## src/rtl/mips_pkg.sv

```systemverilog
// Shared types and instruction-field constants for the non-pipelined MIPS core.
// Used by the fetch unit and its next-PC helper.
package mips_pkg;

  localparam int INSTR_W         = 32;
  localparam int OPCODE_MSB      = 31;
  localparam int OPCODE_LSB      = 26;
  localparam int OPCODE_W        = OPCODE_MSB - OPCODE_LSB + 1;
  localparam int JUMP_TARGET_MSB = 25;
  localparam int JUMP_TARGET_LSB = 0;
  localparam int JUMP_TARGET_W   = JUMP_TARGET_MSB - JUMP_TARGET_LSB + 1;

  typedef enum logic [1:0] {
    IDLE    = 2'd0,
    FETCH   = 2'd1,
    EXECUTE = 2'd2
  } fetch_state_t;

endpackage

```

## src/rtl/next_pc.sv

```systemverilog
// Combinational next-PC selection: sequential, taken branch or jump.
// Jump wins over a taken branch. All arithmetic wraps modulo 2^32.
module next_pc
  import mips_pkg::*;
(
  input  logic [INSTR_W-1:0]       pc,
  input  logic [INSTR_W-1:0]       branchOffset,
  input  logic [JUMP_TARGET_W-1:0] jumpTarget,
  input  logic                     branch,
  input  logic                     zero,
  input  logic                     jump,
  output logic [INSTR_W-1:0]       pcPlus4,
  output logic [INSTR_W-1:0]       nextPc
);

  assign pcPlus4 = pc + 32'd4;

  always_comb begin
    nextPc = pcPlus4;
    if (jump) begin
      nextPc = {pcPlus4[31:28], jumpTarget, 2'b00};
    end else if (branch && zero) begin
      // Offset is in words; the shift drops its top two bits, matching 32-bit wrap.
      nextPc = pcPlus4 + (branchOffset << 2);
    end
  end

endmodule

```

## src/rtl/instruction_fetch.sv

```systemverilog
// Multi-cycle fetch unit: holds the PC, fetches one word per instruction and
// presents it to control/datapath, then advances the PC from branch/jump outcomes.
module instruction_fetch
  import mips_pkg::*;
#(
  parameter logic [INSTR_W-1:0] RESET_PC = 32'h0000_0000
) (
  input  logic                clock_in,
  input  logic                reset_in,
  output logic                imemReq_out,
  output logic [INSTR_W-1:0]  imemAddr_out,
  input  logic                imemReady_in,
  input  logic [INSTR_W-1:0]  imemData_in,
  input  logic                stall_in,
  input  logic                branch_in,
  input  logic                zero_in,
  input  logic                jump_in,
  input  logic [INSTR_W-1:0]  branchOffset_in,
  output logic [INSTR_W-1:0]  instruction_out,
  output logic [OPCODE_W-1:0] opcode_out,
  output logic [INSTR_W-1:0]  pcPlus4_out,
  output logic                valid_out,
  output fetch_state_t        state_out
);

  // Memory handshake: in FETCH imemReq_out is held high with imemAddr_out=PC;
  // the word is taken on the first rising edge where imemReady_in=1 (possibly
  // the first FETCH cycle). imemReady_in is ignored in every other state.
  fetch_state_t       state_q, state_d;
  logic [INSTR_W-1:0] pc_q;
  logic [INSTR_W-1:0] instr_q;
  logic [INSTR_W-1:0] pc_plus4;
  logic [INSTR_W-1:0] pc_next;

  next_pc u_next_pc (
    .pc           (pc_q),
    .branchOffset (branchOffset_in),
    .jumpTarget   (instr_q[JUMP_TARGET_MSB:JUMP_TARGET_LSB]),
    .branch       (branch_in),
    .zero         (zero_in),
    .jump         (jump_in),
    .pcPlus4      (pc_plus4),
    .nextPc       (pc_next)
  );

  always_ff @(posedge clock_in or negedge reset_in) begin
    if (!reset_in) begin
      state_q <= IDLE;
    end else begin
      state_q <= state_d;
    end
  end

  always_comb begin
    state_d = state_q;
    case (state_q)
      IDLE:    state_d = FETCH;
      FETCH:   if (imemReady_in) state_d = EXECUTE;
      EXECUTE: if (!stall_in) state_d = FETCH;
      default: state_d = IDLE;
    endcase
  end

  always_comb begin
    imemReq_out = (state_q == FETCH);
    valid_out   = (state_q == EXECUTE) && !stall_in;
  end

  always_ff @(posedge clock_in or negedge reset_in) begin
    if (!reset_in) begin
      pc_q    <= RESET_PC;
      instr_q <= '0;
    end else begin
      if (state_q == FETCH && imemReady_in) begin
        instr_q <= imemData_in;
      end
      if (state_q == EXECUTE && !stall_in) begin
        pc_q <= pc_next;
      end
    end
  end

  assign imemAddr_out    = pc_q;
  assign instruction_out = instr_q;
  assign opcode_out      = instr_q[OPCODE_MSB:OPCODE_LSB];
  assign pcPlus4_out     = pc_plus4;
  assign state_out       = state_q;

endmodule

```

## config.mk

```make
export PLATFORM = sky130hd
export DESIGN_NAME = instruction_fetch
export DESIGN_NICKNAME = d
export VERILOG_FILES = /design/src/rtl/mips_pkg.sv /design/src/rtl/next_pc.sv /design/src/rtl/instruction_fetch.sv
export SDC_FILE = /design/constraint.sdc
export NUM_CORES = 1
export LEC_CHECK = 0
export CAP_MARGIN = 10
export CORE_MARGIN = 8
export CORE_UTILIZATION = 51
export CTS_CLUSTER_DIAMETER = 60
export DETAILED_ROUTE_END_ITERATION = 10
export PLACE_DENSITY = 0.95
export SLEW_MARGIN = 10
export SYNTH_ARGS = -nofsm -noshare
export SYNTH_HDL_FRONTEND = slang
export SYNTH_SLANG_ARGS = --single-unit
```

## constraint.sdc

```tcl
create_clock -name clock_in -period 8.6 [get_ports clock_in]
set_input_delay 2.58 -clock clock_in [delete_from_list [all_inputs] [get_ports clock_in]]
set_output_delay 2.58 -clock clock_in [all_outputs]
set_load 0.02 [all_outputs]
```

# After elaboration in Yosys (flattened, before gate mapping)
# Cells that the tools add are included.
[totals]
register_bits = 66
output_inout_bits = 106
[classes]
add_sub_neg = 2
n_eq_ne = 4
n_mux = 5
n_reduce_logical = 6
[ops]
columns = ["op", "n"]
rows = [
  ["32-bit 2-to-1 mux", 2],
  ["32-bit by 3-bit adder with 32-bit output, second input constant", 1],
  ["32-bit adder", 1],
  ["2-bit one-hot mux with 3 select lines", 1],
  ["2-bit 2-to-1 mux", 2],
  ["1-bit logical AND", 3],
  ["2-bit by 1-bit == test with 1-bit output, second input constant", 1],
  ["2-bit == test, second input constant", 1],
  ["2-bit logical NOT", 1],
  ["2-bit by 1-bit inequality test with 1-bit output, second input constant", 1],
  ["2-bit inequality test, second input constant", 1],
  ["2-bit AND reduction", 1],
  ["1-bit logical NOT", 1],
]

# Longest topological paths before layout
[depth]
ltp_word = 4
depth_mapped = 18
depth_no_buf = 16

# By module
# Synthesis repeated with hierarchy kept, for this count alone.
[unflattened]
hier_cells = 576
area_unflattened_um2 = 5444.0
[modules_own_cells]
columns = ["mod", "n_inst", "cells_per_inst", "area_per_inst_um2", "seq_area_each_um2"]
rows = [
  ["next_pc", 1, 427, 2909.0, 0.0],
  ["instruction_fetch", 1, 149, 2534.9, 1651.6],
]

# Worst setup path before layout
# No wires, ideal clock.
[synth_timing]
path_kind = "input-to-output"
from = "in stall_in"
to = "out valid_out"
t_arrival_ns = 3.283
setup_slack_ns = 2.737
cell_stages = 4
cell_sequence = "nor2_1 nand2_1 clkinv_1 clkbuf_1"
[synth_via]
elab_chain_cells = 2
[synth_rtl]
columns = ["element", "line", "text"]
rows = [
  ["from (decl)", "instruction_fetch.sv:14", "input logic stall_in,"],
  ["1-bit logical NOT", "instruction_fetch.sv:66", "valid_out = (state_q == EXECUTE) && !stall_in;"],
  ["1-bit logical AND", "instruction_fetch.sv:66", ""],
  ["to (decl)", "instruction_fetch.sv:22", "output logic valid_out,"],
]
# No other way between the ends.

# Final worst setup path
# Ends and elaborated chain as after synthesis.

==> summary.txt <==
CTS
  – Htree depth: 3
  – Sink Count: 64
  – CTS clk-pin slew, worst paths: 0.06 ns
  – TritonCTS clock tree: done
  – Post-CTS Hold Buffers: 0
  – CTS max path bufs: 2
  – Root Buffer: clkbuf_8
  – Postcts setup bufs: 0
  – CTS buffer count: 9
  – Worst-Skew Late Latency: between 0.3 and 0.4 ns
  – Post-CTS Resized: 0

Global route
  – Total GRT Usage: 0.257
  – Largest net degree at the start of global routing: 65
  – Vias in the first global route: 5400
  – Initial antenna violation count: 0
  – Grt ovf: 0
  – First-pass GRT wire length: between 20 and 30 mm

Yosys
  – #FFs+latches synth: 64
  – Most common cell in the netlist: dfrtp_1
  – Yosys warnings: 0
  – Asr flop ratio synth: 1.00
  – Netlist cell types: 65
  – Synthesized area: 5270 µm²
  – Yosys top cell area share: 0.304
  – Commonest cells post-synth: 64 x dfrtp_1, 63 x nand2_1, 49 x nor2_1
  – Post-Syn Instances: about 600
  – Top FF cell, synth: dfrtp_1
  – Synth area leaders: dfrtp_1 30%, ha_1 8.5%, mux2_2 7.1%, xnor2_1 6.1%, a21oi_1 4.6%
  – Leading area contributor after synthesis: dfrtp_1
  – Seq/Total Area, Yosys: 0.304
  – Post-synth EDFFs: 0
  – Syn avg cell area: ~8.7 µm²

Timing
  – Hold_ws: roughly 0.54 ns
  – F_max: between 100 and 150 MHz
  – Slew @ Worst Pin: around 0.90 ns
  – Setup tns final: 0 ns
  – Minimum clock period: roughly 6.9 ns
  – Final hold violation count: 0
  – Relative slew slack: 0.400
  – Final Slew Violations: 0
  – Setup-failing EPs final: 0
  – RSZ-0062 raised after global routing: no
  – Tcrit/Tclk final: 0.807
  – Clock skew: about 0.010 ns

Place
  – Port Buf Inserts: between 150 and 200
  – Area after DPL: ~7000 µm²
  – Detailed Place HPWL: approximately 14 mm
  – GP Congestion: around 0.9
  – DP Cell Count: between 800 and 900

Pwr
  – PD cells: approximately 390 nW/µm²
  – VDD IR max: about 260 µV
  – Static leakage: slightly below 3 nW
  – Total power: approximately 0.0028 W

Critical path
  – Startpoint types: input port
  – Crit-path slowest cell: clkdlybuf4s50_1
  – Crit-path most repeated cell: clkdlybuf4s50_1
  – CP endpoint kind: primary output
  – CP Class: input port to primary output
  – Crit-path cells: clkdlybuf4s50_1, nor2_1, nand2_1, clkinv_1, clkdlybuf4s50_1
  – Critical path's largest stage delay: 0.71 ns
  – R2R Path Start: imemAddr_out[2]
  – WP data arrival: approximately 4.4 ns
  – CP bufs+invs: 3
  – Critical path required time: 6.02 ns
  – Crit path max-delay family: buffers and inverters
  – Worst setup startpoint: stall_in
  – Worst-path fanout max: 19

Finish
  – Fillers: around 780
  – Layout cells sized above 1: 0.0919
  – Fin cells: between 800 and 900
  – Final instance area: between 7000 and 8000 µm²
  – Area grow syn2layout: 35.4%
  – Antenna cells: 0
  – Fin nets: ~870

Detailed routing
  – Drt wl/cell: slightly above 20 µm
  – Routed vias/inst: about 6.0
  – Starting DRC count in detailed routing: between 500 and 600
  – Via count: 5400
  – Final WL: between 15 and 20 mm
  – Final ANT Viol Nets: 0
  – DRC viols: 0
  – Detailed Routing Iterations Pass 1: 6

Run status
  – Status: completed

Die
  – Initial Util: 0.517
  – Die width: roughly 120 µm
  – Die Y: approximately 120 µm
  – Die ar.: between 10000 and 15000 µm²
  – Core ar.: a little over 10000 µm²
  – # IOs: between 150 and 200
  – Row count: 37

Job
  – Max-Cap Viols: 0

Hold path
  – Hold path start: instruction_out[28]
  – Hold Path Class: flip-flop to flip-flop
## flip-flops by register name, indices dropped and copies added (netlist names)
signal	cells
imemAddr_out	30
state_out	2
instruction_out	32
## final timing paths
path	to	slack, ns	cells after the start
worst max-delay path	valid_out	1.66	5
worst min-delay path	instruction_out[28]	0.54	1
worst max register to register	imemAddr_out[31]	3.96	16
worst min register to register	instruction_out[28]	0.54	1
max in group asynchronous	imemAddr_out[4]	5.64	2
min in group asynchronous	instruction_out[11]	2.40	2
## layer usage
| metal | part of all wire | wire, µm | GRT usage |
|---|---|---|---|
| met2 | 0.49 | 8820 | 0.429 |
| met5 | 0 | 0 | 0 |
| met1 | 0.40 | 7270 | 0.322 |
| met3 | 0.090 | 1620 | 0.0633 |
| met4 | 0.021 | 372 | 0.0753 |
## cell families after synthesis
| kind of cell | Yosys count | synth area share |
|---|---|---|
| compound gates | 165 | 0.203 |
| xor+xnor | 52 | 0.0900 |
| fa+ha+maj | 37 | 0.0893 |
| buf+inv | 51 | 0.0480 |
| flops | 64 | 0.304 |
| mux | 35 | 0.0743 |
| other cells | 1 | 0.000712 |
| simple gates | 203 | 0.191 |
## cells in the final DEF (no fill, tap or decap), types with 12 or more instances in the layout
| master | netlist | final |
|---|---|---|
| a211oi_1 | 12 | 12 |
| a21o_1 | 14 | 14 |
| a21oi_1 | 48 | 48 |
| clkdlybuf4s50_1 | 0 | 169 |
| dfrtp_1 | 64 | 64 |
| ha_1 | 36 | 36 |
| mux2_2 | 33 | 33 |
| nand2_1 | 63 | 63 |
| nand3_1 | 19 | 19 |
| nand4_1 | 12 | 12 |
| nor2_1 | 49 | 49 |
| o21ai_0 | 35 | 35 |
| xnor2_1 | 37 | 37 |
| xor2_1 | 14 | 14 |
## power breakdown
group / switching [W] / internal (W) / total (W)
logic: 0.00107 / 0.000878 / 0.00195
clock network: 0.000116 / 0.000112 / 0.000228
registers: 0.000191 / 0.000446 / 0.000637
total: 0.00138 / 0.00144 / 0.00282
## stage by stage
| step | worst slack, ns | utilization |
|---|---|---|
| after floorplan | 2.74 | - |
| after global placement | 1.69 | 0.684 |
| after detailed placement | 1.68 | 0.684 |
| after CTS | 1.68 | 0.701 |
| after global routing | 1.55 | 0.701 |
| final | 1.66 | 0.701 |
## cell type report
| cell class | instances | area (µm²) | share of cell area |
|---|---|---|---|
| clock buffer | 13 | 149 | 0.0209 |
| clock inverter | 3 | 17.5 | 0.00245 |
| inverter | 12 | 45.0 | 0.00631 |
| multi-input combinational | 496 | 3430 | 0.480 |
| sequential | 64 | 1600 | 0.224 |
| tap | 136 | 170 | 0.0238 |
| timing repair buffer | 174 | 1730 | 0.242 |
Note: power is estimated with default switching activity, not from simulation.
